File: config.mk
export PLATFORM = sky130hd
export DESIGN_NAME = ab_stim_player
export DESIGN_NICKNAME = d
export VERILOG_FILES = /design/src/rtl/stim_pkg.sv /design/src/rtl/stim_vec_ram.sv /design/src/rtl/ab_stim_player.sv
export SDC_FILE = /design/constraint.sdc
export NUM_CORES = 1
export LEC_CHECK = 0
export ABC_AREA = 1
export BUFFER_PORTS_ARGS = -buffer_cell sky130_fd_sc_hd__buf_2
export CORE_MARGIN = 8
export CORE_UTILIZATION = 64
export DETAILED_ROUTE_END_ITERATION = 8
export PLACE_DENSITY_LB_ADDON = 0.25
export SLEW_MARGIN = 5
export SYNTH_ARGS = -nofsm -noshare
export SYNTH_HDL_FRONTEND = slang
export SYNTH_SLANG_ARGS = --single-unit
File: constraint.sdc
create_clock -name clk -period 5.2 [get_ports clk]
set_input_delay 0.26 -clock clk [delete_from_list [all_inputs] [get_ports clk]]
set_output_delay 0.26 -clock clk [all_outputs]
set_load 0.01 [all_outputs]
File: src/rtl/stim_pkg.sv
// Shared types and table-entry layout for the A/B stimulus player.
package stim_pkg;

  typedef enum logic [1:0] {
    IDLE  = 2'd0,
    DRIVE = 2'd1,
    DONE  = 2'd2
  } state_t;

  // An entry is {check, expZ, expX, B, A, hold}; flag offsets count up from the hold field.
  localparam int HOLD_LSB    = 0;
  localparam int A_BIT       = 0;
  localparam int B_BIT       = 1;
  localparam int EXPX_BIT    = 2;
  localparam int EXPZ_BIT    = 3;
  localparam int CHECK_BIT   = 4;
  localparam int ENTRY_FLAGS = 5;

  localparam logic [3:0] ERR_CNT_MAX = 4'd15;

  function automatic int entry_width(input int hold_w);
    return hold_w + ENTRY_FLAGS;
  endfunction

endpackage

File: src/rtl/stim_vec_ram.sv
// Vector table: synchronous write, asynchronous read.
module stim_vec_ram #(
  parameter int NUM_STEPS = 8,
  parameter int WIDTH     = 9
) (
  input  logic                         clk,
  input  logic                         we,
  input  logic [$clog2(NUM_STEPS)-1:0] waddr,
  input  logic [WIDTH-1:0]             wdata,
  input  logic [$clog2(NUM_STEPS)-1:0] raddr,
  output logic [WIDTH-1:0]             rdata
);

  logic [WIDTH-1:0] mem [NUM_STEPS];

  always_ff @(posedge clk) begin
    if (we) mem[waddr] <= wdata;
  end

  assign rdata = mem[raddr];

endmodule

File: src/rtl/ab_stim_player.sv
// Plays a programmed (A, B) vector table into a DUT and checks its X/Z outputs per step.
// Optional STIM_LOOP_EN: keep replaying the table while start stays high at end of a pass.
module ab_stim_player
  import stim_pkg::*;
#(
  parameter int NUM_STEPS = 8,
  parameter int HOLD_W    = 4
) (
  input  logic                         clk,
  input  logic                         rst,
  input  logic                         cfg_we,
  input  logic [$clog2(NUM_STEPS)-1:0] cfg_addr,
  input  logic [HOLD_W+4:0]            cfg_data,
  input  logic                         start,
  output logic                         A,
  output logic                         B,
  input  logic                         X,
  input  logic                         Z,
  output logic                         busy,
  output logic                         done,
  output logic                         pass,
  output logic [$clog2(NUM_STEPS)-1:0] err_step,
  output logic [3:0]                   err_count
);

  localparam int AW = $clog2(NUM_STEPS);
  localparam int EW = entry_width(HOLD_W);
  localparam int FB = HOLD_W;
  localparam logic [AW-1:0] LAST_STEP = AW'(NUM_STEPS - 1);

  state_t            state_reg, state_next;
  logic [AW-1:0]     step_reg, step_next;
  logic [HOLD_W-1:0] hold_cnt_reg, hold_cnt_next;
  logic [EW-1:0]     entry_reg, entry_next;
  logic [3:0]        err_count_reg, err_count_next;
  logic [AW-1:0]     err_step_reg, err_step_next;

  logic              ram_we;
  logic [AW-1:0]     rd_addr;
  logic [EW-1:0]     rd_data;
  logic [HOLD_W-1:0] hold_val, hold_last;
  logic              last_step, sample, mismatch;

  // Writes only land while idle, so the table is frozen for the duration of a run.
  assign ram_we = cfg_we && (state_reg == IDLE);

  stim_vec_ram #(
    .NUM_STEPS(NUM_STEPS),
    .WIDTH    (EW)
  ) u_ram (
    .clk  (clk),
    .we   (ram_we),
    .waddr(cfg_addr),
    .wdata(cfg_data),
    .raddr(rd_addr),
    .rdata(rd_data)
  );

  // The current entry is latched into entry_reg, so one read port serves the next load.
  assign hold_val  = entry_reg[HOLD_LSB +: HOLD_W];
  assign hold_last = (hold_val == '0) ? '0 : hold_val - HOLD_W'(1);
  assign last_step = (step_reg == LAST_STEP);
  assign sample    = (state_reg == DRIVE) && (hold_cnt_reg == hold_last);
  assign mismatch  = entry_reg[FB+CHECK_BIT] &&
                     ({X, Z} != {entry_reg[FB+EXPX_BIT], entry_reg[FB+EXPZ_BIT]});
  assign rd_addr   = (state_reg == DRIVE && !last_step) ? step_reg + AW'(1) : '0;

  always_comb begin
    state_next     = state_reg;
    step_next      = step_reg;
    hold_cnt_next  = hold_cnt_reg;
    entry_next     = entry_reg;
    err_count_next = err_count_reg;
    err_step_next  = err_step_reg;
    case (state_reg)
      IDLE, DONE: begin
        if (start) begin
          state_next     = DRIVE;
          step_next      = '0;
          hold_cnt_next  = '0;
          entry_next     = rd_data;
          err_count_next = '0;
          err_step_next  = '0;
        end
      end
      DRIVE: begin
        hold_cnt_next = hold_cnt_reg + HOLD_W'(1);
        if (sample) begin
          if (mismatch) begin
            if (err_count_reg != ERR_CNT_MAX) err_count_next = err_count_reg + 4'd1;
            if (err_count_reg == '0) err_step_next = step_reg;
          end
          hold_cnt_next = '0;
          if (!last_step) begin
            step_next  = step_reg + AW'(1);
            entry_next = rd_data;
          end else begin
`ifdef STIM_LOOP_EN
            if (start) begin
              step_next  = '0;
              entry_next = rd_data;
            end else begin
              state_next = DONE;
            end
`else
            state_next = DONE;
`endif
          end
        end
      end
      default: state_next = IDLE;
    endcase
  end

  always_ff @(posedge clk or posedge rst) begin
    if (rst) begin
      state_reg     <= IDLE;
      step_reg      <= '0;
      hold_cnt_reg  <= '0;
      entry_reg     <= '0;
      err_count_reg <= '0;
      err_step_reg  <= '0;
    end else begin
      state_reg     <= state_next;
      step_reg      <= step_next;
      hold_cnt_reg  <= hold_cnt_next;
      entry_reg     <= entry_next;
      err_count_reg <= err_count_next;
      err_step_reg  <= err_step_next;
    end
  end

  assign A         = entry_reg[FB+A_BIT];
  assign B         = entry_reg[FB+B_BIT];
  assign busy      = (state_reg == DRIVE);
  assign done      = (state_reg == DONE);
  assign pass      = (state_reg == DONE) && (err_count_reg == '0);
  assign err_step  = err_step_reg;
  assign err_count = err_count_reg;

endmodule

## Word level (Yosys, flattened, before mapping)

Memory sizes are Yosys's and may differ from the RTL's.
Index checks and enable logic that the tools add are counted.

- Register bits after elaboration: 25
- Bits in writable memories: 72
- Bits of input ports: 18
- Output and inout port bits: 12
- Memories kept: 1

- $add $sub $neg: 4
- Eq/ne operators: 13
- Muxes and demuxes: 27
- Reductions and logical operators: 16

Memory list:

| name | words | width | read ports | clocked after Yosys merged registers in | wr ports | RTL line | source |
|---|---|---|---|---|---|---|---|
| u_ram.mem | 8 | 9 | 1 | 0 | 1 | stim_vec_ram.sv:14 | `logic [WIDTH-1:0] mem [NUM_STEPS];` |

Operators by type and width:

| kind | count |
|---|---|
| 9-bit 2-to-1 mux | 3 |
| 4-bit 2-to-1 mux | 6 |
| 3-bit 2-to-1 mux | 7 |
| 9-bit one-hot mux with 2 select lines | 1 |
| 4-bit one-hot mux with 2 select lines | 2 |
| 3-bit one-hot mux with 2 select lines | 2 |
| 2-bit by 1-bit != test with 1-bit output, second input constant | 5 |
| 5-bit AND reduction | 2 |
| 4-bit by 1-bit adder with 4-bit output, second input constant | 2 |
| 4-bit logical NOT | 2 |
| 2-bit 2-to-1 mux | 3 |
| 1-bit logical AND | 5 |
| 4-bit equality test | 1 |
| 2-bit != test, second input constant | 2 |
| 4-bit != test, second input constant | 1 |
| 2-bit one-hot mux with 2 select lines | 1 |
| 4-bit AND reduction | 1 |
| 4-bit by 1-bit subtractor with 4-bit output, second input constant | 1 |
| 3-bit by 1-bit adder with 3-bit output, second input constant | 1 |
| 3-bit equality test, second input constant | 1 |
| 3-bit AND reduction | 1 |
| 2-bit by 1-bit equality test with 1-bit output, second input constant | 1 |
| 2-bit equality test, second input constant | 1 |
| 2-bit logical NOT | 1 |
| 6 further kinds | 7 |

## Depth between registers and ports, before layout

An unclocked memory read counts as a cell.

- Depth after elaboration: 8
- Depth in mapped cells: 13
- Mapped depth without buffers: 12

## By module

A second synthesis with hierarchy kept.

- Cells, all modules: 523
- Area total of the unflattened synthesis: 4708.3 sq um

By module, submodules not included:

| module | instances | cells each | area an instance (sq um) | seq. area each (sq um) |
|---|---|---|---|---|
| stim_vec_ram | 1 | 328 | 3228.1 | 2162.1 |
| ab_stim_player | 1 | 195 | 1480.2 | 625.6 |

## Worst setup path before layout

Ideal clock, no wire load.

- Path type: reg2reg
- Start: register step_reg[0]
- End: register entry_reg[5]
- Library setup time: 122 ps
- Data arrival time: 1786 ps
- Data required time: 5078 ps
- Slack: 3292 ps
- Cell stages (with the launch flop): 13
- Clock period less this slack: 1908 ps
- Path through: dfrtp_1 > ha_1 > ha_1 > buf_2 > nand2_4 > nor2_8 > clkinv_1 > nand3_1 > o21ai_0 > nand2_1 > nand2_1 > inv_1 > o21ai_1

- Cells in the longest elaborated chain, start to end: 8

RTL lines:

| item | RTL line | source |
|---|---|---|
| from (decl) | ab_stim_player.sv:32 | `logic [AW-1:0] step_reg, step_next;` |
| from (signal assigned) | ab_stim_player.sv:125 | `step_reg <= step_next;` |
| parallel branches: the longest is 8 deep, another holds memory 8 x 9 bit | n/a |  |
| to (signal assigned) | ab_stim_player.sv:127 | `entry_reg <= entry_next;` |
| to (decl) | ab_stim_player.sv:34 | `logic [EW-1:0] entry_reg, entry_next;` |

Several ways; the timed one is not identified. The select of a mux whose other input is x is not followed.
A chain may end at the register's enable or synchronous reset.

## Worst setup path in the final report

- Start: register step_reg[0]
- End: register entry_reg[8]

The elaborated chain is that of the path after synthesis.

==> flow_summary_export.csv <==
group,metric,value,unit
outcome,status,"complete, no violations",
timing,whs,0.121,ns
detailed_routing,drt_pass1_iterations,6,
finish,diodes,0,
place,gp_congestion,0.824,
detailed_routing,routed_via_density,5.66,
floorplan,ios,30,
finish,drive_gt1_share,12.3,%
timing,fmax,377,MHz
detailed_routing,drt_first_iter_violations,217,
yosys,synth_nets,464,
power_and_ir_drop,power_leakage,2.03,nW
yosys,synth_warnings,0,
hold_path,holdCritPathClass,"in2async",
timing,fin_crit,2.65,ns
cts,root_buffer,"clkbuf_8",
timing,setup_viol,0,
timing,fin_crit_sh,51.0,%
timing,rsz0062_at_grt,"no",
global_route,antenna_found_initial,0,
power_and_ir_drop,p_per_area,291,nW/um2
global_route,grt_pass1_wl,14.4,mm
cts,clkTransAtPathRegs,0.09,ns
floorplan,die_w,99,um
critical_path,r2r_start,"step_reg[0]",
yosys,yosys_register_bits,97,
timing,setup_tns,0,ns
yosys,yosysMostFrequentCell,"nand2_1",
critical_path,cp.required,5.44,ns
floorplan,die_h,99,um
yosys,ys_top_cells_by_area,"edfxtp_1, dfrtp_1, nand2_1",
floorplan,coreArea,6720,um2
global_route,grt_pass1_vias,2971,
timing,slew_viol_final,0,
critical_path,cp-start-kind,"flop",
floorplan,rows,30,
critical_path,arrival,2.89,ns
detailed_routing,via_count,3129,
yosys,synth_edf_count,72,
yosys,synth_top_cell_area_share,49.0,%
finish,fill_cells,498,
timing,finalHoldViolations,0,
cts,hold_buffers,0,
global_route,grt.overflow.total,0,
yosys,yosys.area.top_type,"edfxtp_1",
global_route,globalRouteMet2Util,31.2,%
cts,cts_max_path_buffers,2,
power_and_ir_drop,ir_worst_vdd,0.196,mV
yosys,yosys_most_used_dff,"edfxtp_1",
job,maxCapViolCount,0,
cts,numClockSinks,97,
timing,skew,0.00550,ns
detailed_routing,drc,0,
global_route,met3_usage,4.72,%
place,numPortBuffers,29,
cts,post_cts_buffers,0,
critical_path,reg2reg_depth,12,
detailed_routing,wl,8.91,mm
floorplan,die_area,9800,um2
yosys,async_flop_share,25.8,%
critical_path,r2r_end,"entry_reg[8]",
critical_path,rrSetupSlack,2.55,ns
cts,htreeDepth,3,
cts,numCtsBuffers,9,
cts,clk_latency,0.35,ns
timing,worst_slew_pin_slew,0.992,ns
yosys,syn_inst,441,
timing,slew_headroom,33.8,%
finish,area_growth,8.85,%
detailed_routing,wl_per_cell,16.1,um
yosys,synth-seq-area-share,63.2,%
place,hpwl,5.84,mm
global_route,grtUsageTotal,18.9,%
critical_path,critPathMaxFanout,37,
critical_path,path_class,"reg2reg",
yosys,syn_area,4410,um2
global_route,grt_max_degree,38,
critical_path,cp-end-kind,"flop",
finish,nNetsFinal,491,
floorplan,initial_core_util,65.6,%
global_route,busiest_layer,"met2",
yosys,synthTopCellsByCount,"nand2_1, edfxtp_1, nor2_1",
cts,postCtsResizedCells,0,
global_route,grt_util_met1,23.3,%
yosys,ys_types,33,
yosys,avgSynthCellArea,10.0,um2
cts,cts_tree,"yes",
finish,largest_reg_flops,72,
detailed_routing,drtAntennaViolNets,0,
how the worst max path moves through the flow:
stage	slack (ns)	to	startpoint
after global routing	2.30	entry_reg[0]	step_reg[0]
after floorplan	3.29	entry_reg[5]	step_reg[0]
final	2.55	entry_reg[8]	step_reg[0]
after global placement	2.71	entry_reg[4]	step_reg[0]
after detailed placement	2.60	entry_reg[8]	step_reg[0]
after CTS	2.57	entry_reg[8]	step_reg[0]
per-stage QoR:
stage | util (%) | cells | power [W] | setup slack [ns] | cell area, um2
after global routing | 71.4 | 553 | 0.00143 | 2.30 | 4800
after CTS | 71.4 | 553 | 0.00140 | 2.57 | 4800
after floorplan | - | 441 | 0.000861 | 3.29 | 4410
after global placement | 68.2 | 537 | 0.000877 | 2.71 | 4580
after detailed placement | 68.2 | 537 | 0.000879 | 2.60 | 4580
final | 71.4 | 553 | 0.00140 | 2.55 | 4800
cell families (layout without fill, tap and decap cells):
logic type,Yosys count,after routing,share of synthesized area [%]
buffers and inverters,64,96,6.07
DFF,97,97,63.2
adders and majority gates,5,5,1.42
and+or+nand+nor,198,198,19.6
AOI/OAI and AO/OA,73,73,8.88
xor gates and xnor gates,4,4,0.795
worst max-delay path: stages, from the launching register on:
cell and delay (ns):
dfrtp_1 0.41, ha_1 0.21, ha_1 0.30, nor2_2 0.46
nand2_4 0.35, inv_2 0.27, nand2_1 0.10, nand3_1 0.08
o21ai_0 0.10, nand2_1 0.08, nand2_1 0.08, inv_1 0.07
o21ai_1 0.05
where the power goes:
group          switching [W]   total, W  internal, W
sequential        0.00000159   0.000834     0.000833
combinational      0.0000186  0.0000272   0.00000858
clock               0.000262   0.000535     0.000273
total               0.000283    0.00140      0.00111
layer usage:
layer	part of all wire, %	vias to the layer above
li1	-	1524
met1	44	1467
met2	48	116
met3	5.6	22
met4	1.9	0
met5	0	-
cell type report:
type	count	area, um2	area share (%)
Sequential cell	97	2790	58.1
Clock buffer	10	128	2.66
Tap cell	80	100	2.09
Timing Repair Buffer	29	145	3.02
Multi-Input combinational cell	280	1350	28.2
Inverter	51	194	4.04
Clock inverter	6	91.3	1.90
cells in the final DEF, fill, tap and decap left out, types with 9 or more instances in the layout:
cell type  count
buf_2         29
clkbuf_8       9
dfrtp_1       25
edfxtp_1      72
inv_1         47
nand2_1      104
nand3_1       20
nor2_1        54
o211ai_1       9
o21ai_0       43
o21ai_1       13
Power figures use the tool's default switching activity.
